<file path="config.mk">
export PLATFORM = sky130hd
export DESIGN_NAME = stack_unit
export DESIGN_NICKNAME = d
export VERILOG_FILES = /design/src/rtl/stack_pkg.sv /design/src/rtl/stack_regfile.sv /design/src/rtl/stack_unit.sv
export SDC_FILE = /design/constraint.sdc
export NUM_CORES = 1
export LEC_CHECK = 0
export CORE_MARGIN = 2
export CORE_UTILIZATION = 44
export DETAILED_ROUTE_END_ITERATION = 10
export SLEW_MARGIN = 0
export SYNTH_ARGS = -nofsm -noshare
export SYNTH_HDL_FRONTEND = slang
export SYNTH_HIERARCHICAL = 1
export SYNTH_SLANG_ARGS = --single-unit
</file>
<file path="constraint.sdc">
create_clock -name clk -period 7 [get_ports clk]
set_input_delay 2.1 -clock clk [delete_from_list [all_inputs] [get_ports clk]]
set_output_delay 2.1 -clock clk [all_outputs]
set_load 0.03 [all_outputs]
</file>
<file path="src/rtl/stack_pkg.sv">
// Shared definitions for the stack processor slice: status states,
// default geometry and the opcode constants used by the core.
package stack_pkg;

  typedef enum logic [1:0] {
    S_EMPTY,
    S_PART,
    S_FULL
  } stack_state_t;

  localparam int DEFAULT_WIDTH = 8;
  localparam int DEFAULT_DEPTH = 16;

  localparam logic [3:0] OP_NOP  = 4'h0;
  localparam logic [3:0] OP_PUSH = 4'h1;
  localparam logic [3:0] OP_POP  = 4'h2;
  localparam logic [3:0] OP_ADD  = 4'h3;
  localparam logic [3:0] OP_SUB  = 4'h4;
  localparam logic [3:0] OP_DUP  = 4'h5;
  localparam logic [3:0] OP_SWAP = 4'h6;
  localparam logic [3:0] OP_JMP  = 4'h7;
  localparam logic [3:0] OP_JZ   = 4'h8;
  localparam logic [3:0] OP_HALT = 4'hF;

endpackage

</file>
<file path="src/rtl/stack_regfile.sv">
// Operand stack storage: one synchronous write port, asynchronous read,
// no reset on the array.
module stack_regfile #(
  parameter int WIDTH = 8,
  parameter int DEPTH = 16
) (
  input  logic                     clk,
  input  logic                     we,
  input  logic [$clog2(DEPTH)-1:0] waddr,
  input  logic [WIDTH-1:0]         wdata,
  input  logic [$clog2(DEPTH)-1:0] raddr,
  output logic [WIDTH-1:0]         rdata
);

  logic [WIDTH-1:0] mem [DEPTH];

  always_ff @(posedge clk) begin
    if (we) mem[waddr] <= wdata;
  end

  assign rdata = mem[raddr];

endmodule

</file>
<file path="src/rtl/stack_unit.sv">
// LIFO stack serving the processor stack port: push/pop/replace strobes,
// registered pop data, state-decoded full/empty and sticky error flags.
module stack_unit
  import stack_pkg::*;
#(
  parameter int WIDTH = DEFAULT_WIDTH,
  parameter int DEPTH = DEFAULT_DEPTH
) (
  input  logic                   clk,
  input  logic                   resetN,
  input  logic                   push,
  input  logic                   pop,
  input  logic [WIDTH-1:0]       data_in,
  input  logic                   clear_err,
  output logic [WIDTH-1:0]       data_out,
  output logic                   full,
  output logic                   empty,
  output logic [$clog2(DEPTH):0] count,
  output logic                   overflow,
  output logic                   underflow
);

  localparam int AW = $clog2(DEPTH);
  localparam int CW = AW + 1;
  localparam logic [CW-1:0] SP_LAST = CW'(DEPTH - 1);
  localparam logic [CW-1:0] SP_ONE  = CW'(1);

  stack_state_t state, state_next;
  logic [CW-1:0] sp, sp_next;
  logic [AW-1:0] top_idx, wr_idx;
  logic [WIDTH-1:0] top_data;
  logic is_empty, is_full;
  logic do_push, do_pop, do_replace, set_ovf, set_udf, we;

  // sp == DEPTH wraps to index 0 in AW bits, so top_idx is still DEPTH-1
  assign top_idx = sp[AW-1:0] - AW'(1);

  always_comb begin
    is_empty   = (state == S_EMPTY);
    is_full    = (state == S_FULL);
    do_replace = push && pop && !is_empty;
    do_push    = push && (!pop || is_empty) && !is_full;
    do_pop     = pop && !push && !is_empty;
    set_ovf    = push && !pop && is_full;
    set_udf    = pop && is_empty;
    we         = resetN && (do_push || do_replace);
    wr_idx     = do_replace ? top_idx : sp[AW-1:0];

    sp_next = sp;
    if (do_push)     sp_next = sp + SP_ONE;
    else if (do_pop) sp_next = sp - SP_ONE;

    state_next = state;
    unique case (state)
      S_EMPTY: if (do_push) state_next = S_PART;
      S_PART: begin
        if (do_push && sp == SP_LAST)  state_next = S_FULL;
        else if (do_pop && sp == SP_ONE) state_next = S_EMPTY;
      end
      S_FULL:  if (do_pop) state_next = S_PART;
      default: state_next = S_EMPTY;
    endcase
  end

  always_ff @(posedge clk) begin
    if (!resetN) state <= S_EMPTY;
    else         state <= state_next;
  end

  always_ff @(posedge clk) begin
    if (!resetN) begin
      sp        <= '0;
      data_out  <= '0;
      overflow  <= 1'b0;
      underflow <= 1'b0;
    end else begin
      sp <= sp_next;
      if (do_pop || do_replace) data_out <= top_data;
      if (set_ovf)        overflow <= 1'b1;
      else if (clear_err) overflow <= 1'b0;
      if (set_udf)        underflow <= 1'b1;
      else if (clear_err) underflow <= 1'b0;
    end
  end

  assign full  = (state == S_FULL);
  assign empty = (state == S_EMPTY);
  assign count = sp;

  stack_regfile #(
    .WIDTH(WIDTH),
    .DEPTH(DEPTH)
  ) u_regfile (
    .clk  (clk),
    .we   (we),
    .waddr(wr_idx),
    .wdata(data_in),
    .raddr(top_idx),
    .rdata(top_data)
  );

endmodule

</file>
### Yosys cells after proc, flatten, opt, wreduce, memory -nomap -nowiden

Memory sizes are Yosys's and may differ from the RTL's. A register that Yosys moved wholly into a read port is not among the register bits.
Cells that the tools add are included.

* logic and storage cells: 53
* bits in latches: 0
* bits of input ports: 13
* memory bits (read-only): 0
* register bits: 9
* RAM bits: 128
* memories: 1

Memories
* u_regfile.mem: words 16, width 8, read ports 1, clocked after Yosys merged registers in 1, write ports 1, RTL line stack_regfile.sv:15 `logic [WIDTH-1:0] mem [DEPTH];`

* bitwise operators: 0
* shift-type cells: 0
* equal/unequal tests: 7
* order comparisons: 0
* divide/modulo/power cells: 0
* reduce and logical (&&, ||, !) cells: 25
* mux-type cells: 13
* multiply operators: 0
* add/subtract/negate cells: 3

Operator list (count)
* 1-bit logical AND: 12
* 5-bit 2-to-1 mux: 2
* 2-bit 2-to-1 mux: 4
* 2-bit case mux with 3 select lines: 1
* 2-bit nonzero test: 3
* 5-bit by 1-bit adder with 5-bit output (second input constant): 1
* 5-bit by 1-bit == test with 1-bit output (second input constant): 1
* 5-bit by 4-bit == test with 1-bit output (second input constant): 1
* 1-bit zero test: 5
* 1-bit 2-to-1 mux: 5
* 5-bit by 1-bit subtractor with 5-bit output (second input constant): 1
* 4-bit 2-to-1 mux: 1
* 2-bit by 1-bit inequality test with 1-bit output (second input constant): 2
* 4-bit by 1-bit subtractor with 4-bit output (second input constant): 1
* 1-bit logical OR: 3
* 3-bit inequality test (second input constant): 1
* 3-bit AND reduction: 1
* 2-bit by 1-bit == test with 1-bit output (second input constant): 1
* 2-bit == test (second input constant): 1
* 2-bit zero test: 1

### Longest topological paths before layout

* word-level depth: 8
* depth in mapped cells: 9

### Modules after synthesis

The synthesis kept the hierarchy.

By module, submodules not included
* stack_regfile: times used 1, area each 4987.3 sq um, sequential area each 3843.7 sq um, cells each 221
* stack_unit: times used 1, area each 970.9 sq um, sequential area each 340.3 sq um, cells each 120

### Least setup slack after synthesis

Ideal clock, no wire load.

* kind: input-to-reg
* start point: input port pop
* end point: memory u_regfile.mem[0][0], enable pin
* path buffers: 2
* setup time: 383 ps
* stages on the path: 5
* data arrival time: 3860 ps
* path slack: 2756 ps
* data required time: 6617 ps
* cells stage by stage: buf_2 -> buf_1 -> o211a_1 -> or3b_2 -> nor3_1

* longest elaborated chain between the ends: 8

RTL lines
* start: declaration: RTL line stack_unit.sv:12 `input logic pop,`
* 1-bit zero test: RTL line stack_unit.sv:42 `do_push = push && (!pop || is_empty) && !is_full;`
* 1-bit logical OR: RTL line stack_unit.sv:42
* 1-bit logical AND (2 in series): RTL line stack_unit.sv:42
* 1-bit logical OR (*): RTL line stack_unit.sv:46 `we = resetN && (do_push || do_replace);`
* 1-bit logical AND (*): RTL line stack_unit.sv:46
* via we: RTL line stack_unit.sv:33 `logic do_push, do_pop, do_replace, set_ovf, set_udf, we;`
* 1-bit 2-to-1 mux (*): RTL line stack_regfile.sv:18 `if (we) mem[waddr] <= wdata;`
* 1-bit 2-to-1 mux (not written as such) (*): RTL line stack_regfile.sv:18
* end: declaration: RTL line stack_regfile.sv:15

The timed path passes the listed nets; every way through them passes the cells marked *.

### Final worst setup path

* start point: input port pop
* end point: memory u_regfile.mem[0][0], enable pin

RTL lines
* 1-bit logical AND (2 in series): RTL line stack_unit.sv:41 `do_replace = push && pop && !is_empty;`
* 4-bit 2-to-1 mux: RTL line stack_unit.sv:47 `wr_idx = do_replace ? top_idx : sp[AW-1:0];`
* via wr_idx[2]: RTL line stack_unit.sv:30 `logic [AW-1:0] top_idx, wr_idx;`

The timed path passes the listed nets, and every way through them passes these cells.

==> summary.md <==
| Metric | Value |
|---|---|
| Status | `finished clean` |
| Area grow syn2layout | `17.8%` |
| Worst stage delay on the critical path | `930 ps` |
| Worst-path fanout max | `20` |
| EDFF count, synth | `128` |
| Multi-input gate area | `1610 µm²` |
| Max Cap Viol | `0` |
| Drc violations | `0` |
| Gate power share | `12.7%` |
| Hold Crit Class | `register to register` |
| Synth area leader | `edfxtp_1` |
| Clk pwr share | `44.1%` |
| Worst slew pin tran | `1200 ps` |
| Post-CTS setup buffer count | `0` |
| Clock buffer depth | `2` |
| Core Box Area | `13200 µm²` |
| Achievable Freq | `0.207 GHz` |
| Hold Fails Final Rpt | `0` |
| Placer congestion estimate | `0.830` |
| Net Switching | `508 µW` |
| Die Span Y | `120 µm` |
| Gr usage total | `17.9%` |
| Die W | `120 µm` |
| CTS tree | `done` |
| HPWL Detailed | `7.52 mm` |
| Vias per Instance | `5.64` |
| Register area | `4180 µm²` |
| R2r startpoint | `count[0]$_SDFFE_PN0P_` |
| Flops & latches, synth | `145` |
| IO Port Bufs | `29` |
| HP Start | `data_out[0]$_SDFFE_PN0P_` |
| Max_slew headroom | `19.7%` |
| Syn_nets | `358` |
| Post-synth top flop | `edfxtp_1` |
| Num ports | `30` |
| Maximum VDD drop | `0.175 mV` |
| Worst setup EP type | `register` |
| Clock Root Buffer | `clkbuf_16` |
| Post_cts resized | `0` |
| N_diodes | `0` |
| Vias in the first global route | `3109` |
| Fin Clk Skew | `6.23 ps` |
| Pwr dens | `320 nW/µm²` |
| # rows | `42` |
| WL/cell | `21.2 µm` |
| Synth area leaders | `edfxtp_1, mux4_2, mux4_1` |
| Clk_lat worst skew | `420 ps` |
| Detail Route Antenna Nets | `0` |
| Crit path max-delay family | `simple AND/OR/NAND/NOR gates` |
| Initial Util | `45.0%` |
| Min cycle time layout | `4840 ps` |
| Reg clk slew, reported paths | `60 ps` |
| RSZ-0062 raised after global routing | `false` |
| Most numerous cell in the Yosys netlist | `edfxtp_1` |
| Synth unique cells | `46` |
| Initial antenna violation count | `0` |
| Crit start category | `primary input` |
| Fin Hold WS | `452 ps` |
| Overall routed net length | `11.9 mm` |
| Mapped Area | `5960 µm²` |
| Final setup violating endpoints | `0` |
| Cells after synthesis | `341` |
| Buf/Inv on CP | `1` |
| First-pass GRT wire length | `18.4 mm` |
| Endpoint, Worst Hold | `data_out[0]$_SDFFE_PN0P_` |
| Layout cells sized above 1 | `13.7%` |
| 1st-iter DRT viols | `320` |
| Pre-antenna DRT Iters | `4` |
| CTS Hold Bufs | `0` |
| Worst r2r path cells | `6` |
| Period utilization | `69.1%` |
| H-tree depth | `4` |
| Max-slew violations | `0` |
| Worst reg-to-reg setup slack | `3210 ps` |
| Internal power | `1740 µW` |
| Seq pwr share | `43.3%` |
| Critical path arrival | `4870 ps` |
| Sw Ratio | `22.6%` |
| Overflow after GRT | `0` |
| Clock sink total | `145` |
| CP Class | `primary input to register` |
| Die area | `14500 µm²` |
| Worst EP required | `7040 ps` |
| Fin nets | `392` |
| Worst Hold Path Cells | `2` |
| Largest net degree at the start of global routing | `35` |
| Synth Warn # | `6` |
| Post-synthesis sequential area ratio | `70.2%` |
| Post-synth top cells | `edfxtp_1, nand2_1, mux4_2` |
| FILL cells | `1095` |
| Yosys top cell area share | `64.5%` |
| Ys async rst share | `0%` |
| Average size of a mapped cell | `17.5 µm²` |
| CP Cell Sequence | `clkdlybuf4s50_1 > nand4_1 > xnor2_1 > or3b_2 > nor3_1` |
| Inserted Clock Buffers | `17` |
| R2R Path End | `u_regfile/mem[0][0]$_DFFE_PP_` |
| Via count | `3176` |
| Leakage | `0.00234 µW` |
| Setup tns final | `0 ps` |
| Slowest stage cell, crit path | `nor3_1` |
[worst max path at each step]
stage / startpoint / end / cells after the start
floorplan: pop / u_regfile/mem[0][0]$_DFFE_PP_ / 5
global placement: pop / u_regfile/mem[0][4]$_DFFE_PP_ / 5
detailed placement: pop / u_regfile/mem[0][4]$_DFFE_PP_ / 5
CTS: pop / u_regfile/mem[0][6]$_DFFE_PP_ / 5
global route: pop / u_regfile/mem[0][0]$_DFFE_PP_ / 5
finish: pop / u_regfile/mem[0][0]$_DFFE_PP_ / 5
[cell families (layout without fill, tap and decap cells)]
family,count (synthesis),after routing,synth area share [%]
simple gates,84,84,7.10
flops,145,145,70.2
buf+inv,26,72,2.71
xor+xnor,7,7,1.03
compound gates,41,41,4.79
mux,34,34,13.3
fa+ha+maj,4,4,0.840
[flip-flops by register name (all words and copies together), names as in the netlist]
register,count
u_regfile/mem,128
data_out,8
count,5
state,2
overflow,1
underflow,1
[power by group through the flow]
stage               logic (µW)  clock network, µW  registers, µW
global placement           284                  0            989
floorplan                  191                  0            999
CTS                        287               1010            971
detailed placement         285                  0            989
finish                     284                989            971
global route               306               1040            973
[layout make-up]
class                           count  area share (%)
Sequential cell                   145            59.6
Clock buffer                       19            6.17
Timing Repair Buffer               33            4.56
Inverter                            8           0.499
Clock inverter                     12            3.05
Tap cell                          176            3.14
Multi-Input combinational cell    170            23.0
[cell usage in the layout (no fill, tap or decap), types with 3 or more instances in the layout]
master	netlist	final
nor2b_1	3	3
nand2b_1	5	5
nor3_1	5	5
edfxtp_1	128	128
clkdlybuf4s50_1	0	29
a21oi_1	11	11
buf_4	1	4
ha_1	4	4
nor2_1	16	16
a22oi_1	17	17
nand3_1	14	14
inv_1	7	6
bufinv_16	0	6
nand3b_1	4	4
dfxtp_1	17	17
clkbuf_16	0	17
xnor2_1	5	5
mux4_2	18	18
nand2_1	22	22
mux4_1	14	14
[worst register-to-register path: cells and delay by family (launching register included)]
family	cells	cell delay (ps)
AND/OR/NAND/NOR	3	1600
adder cells (fa/ha/maj)	1	400
flip-flops	1	400
buffers and inverters	1	790
XOR/XNOR	1	220
[layer usage]
layer / wire length (µm) / up-vias / track usage (%)
met5: 0 / - / 0
met4: 215 / 0 / 8.28
met3: 544 / 15 / 4.29
met2: 5650 / 90 / 27.1
met1: 5500 / 1631 / 24.7
li1: - / 1440 / -
[stage by stage]
| step | area, µm² | setup slack [ps] | power [µW] | cells | utilization, % |
|---|---|---|---|---|---|
| floorplan | 5960 | 2760 | 1190 | 341 | - |
| global placement | 6370 | 1860 | 1270 | 532 | 48.1 |
| detailed placement | 6370 | 1750 | 1270 | 532 | 48.1 |
| CTS | 7020 | 2200 | 2260 | 563 | 53.0 |
| global route | 7020 | 1990 | 2320 | 563 | 53.0 |
| finish | 7020 | 2160 | 2240 | 563 | 53.0 |
No activity file was read; power rests on OpenSTA's default activity.
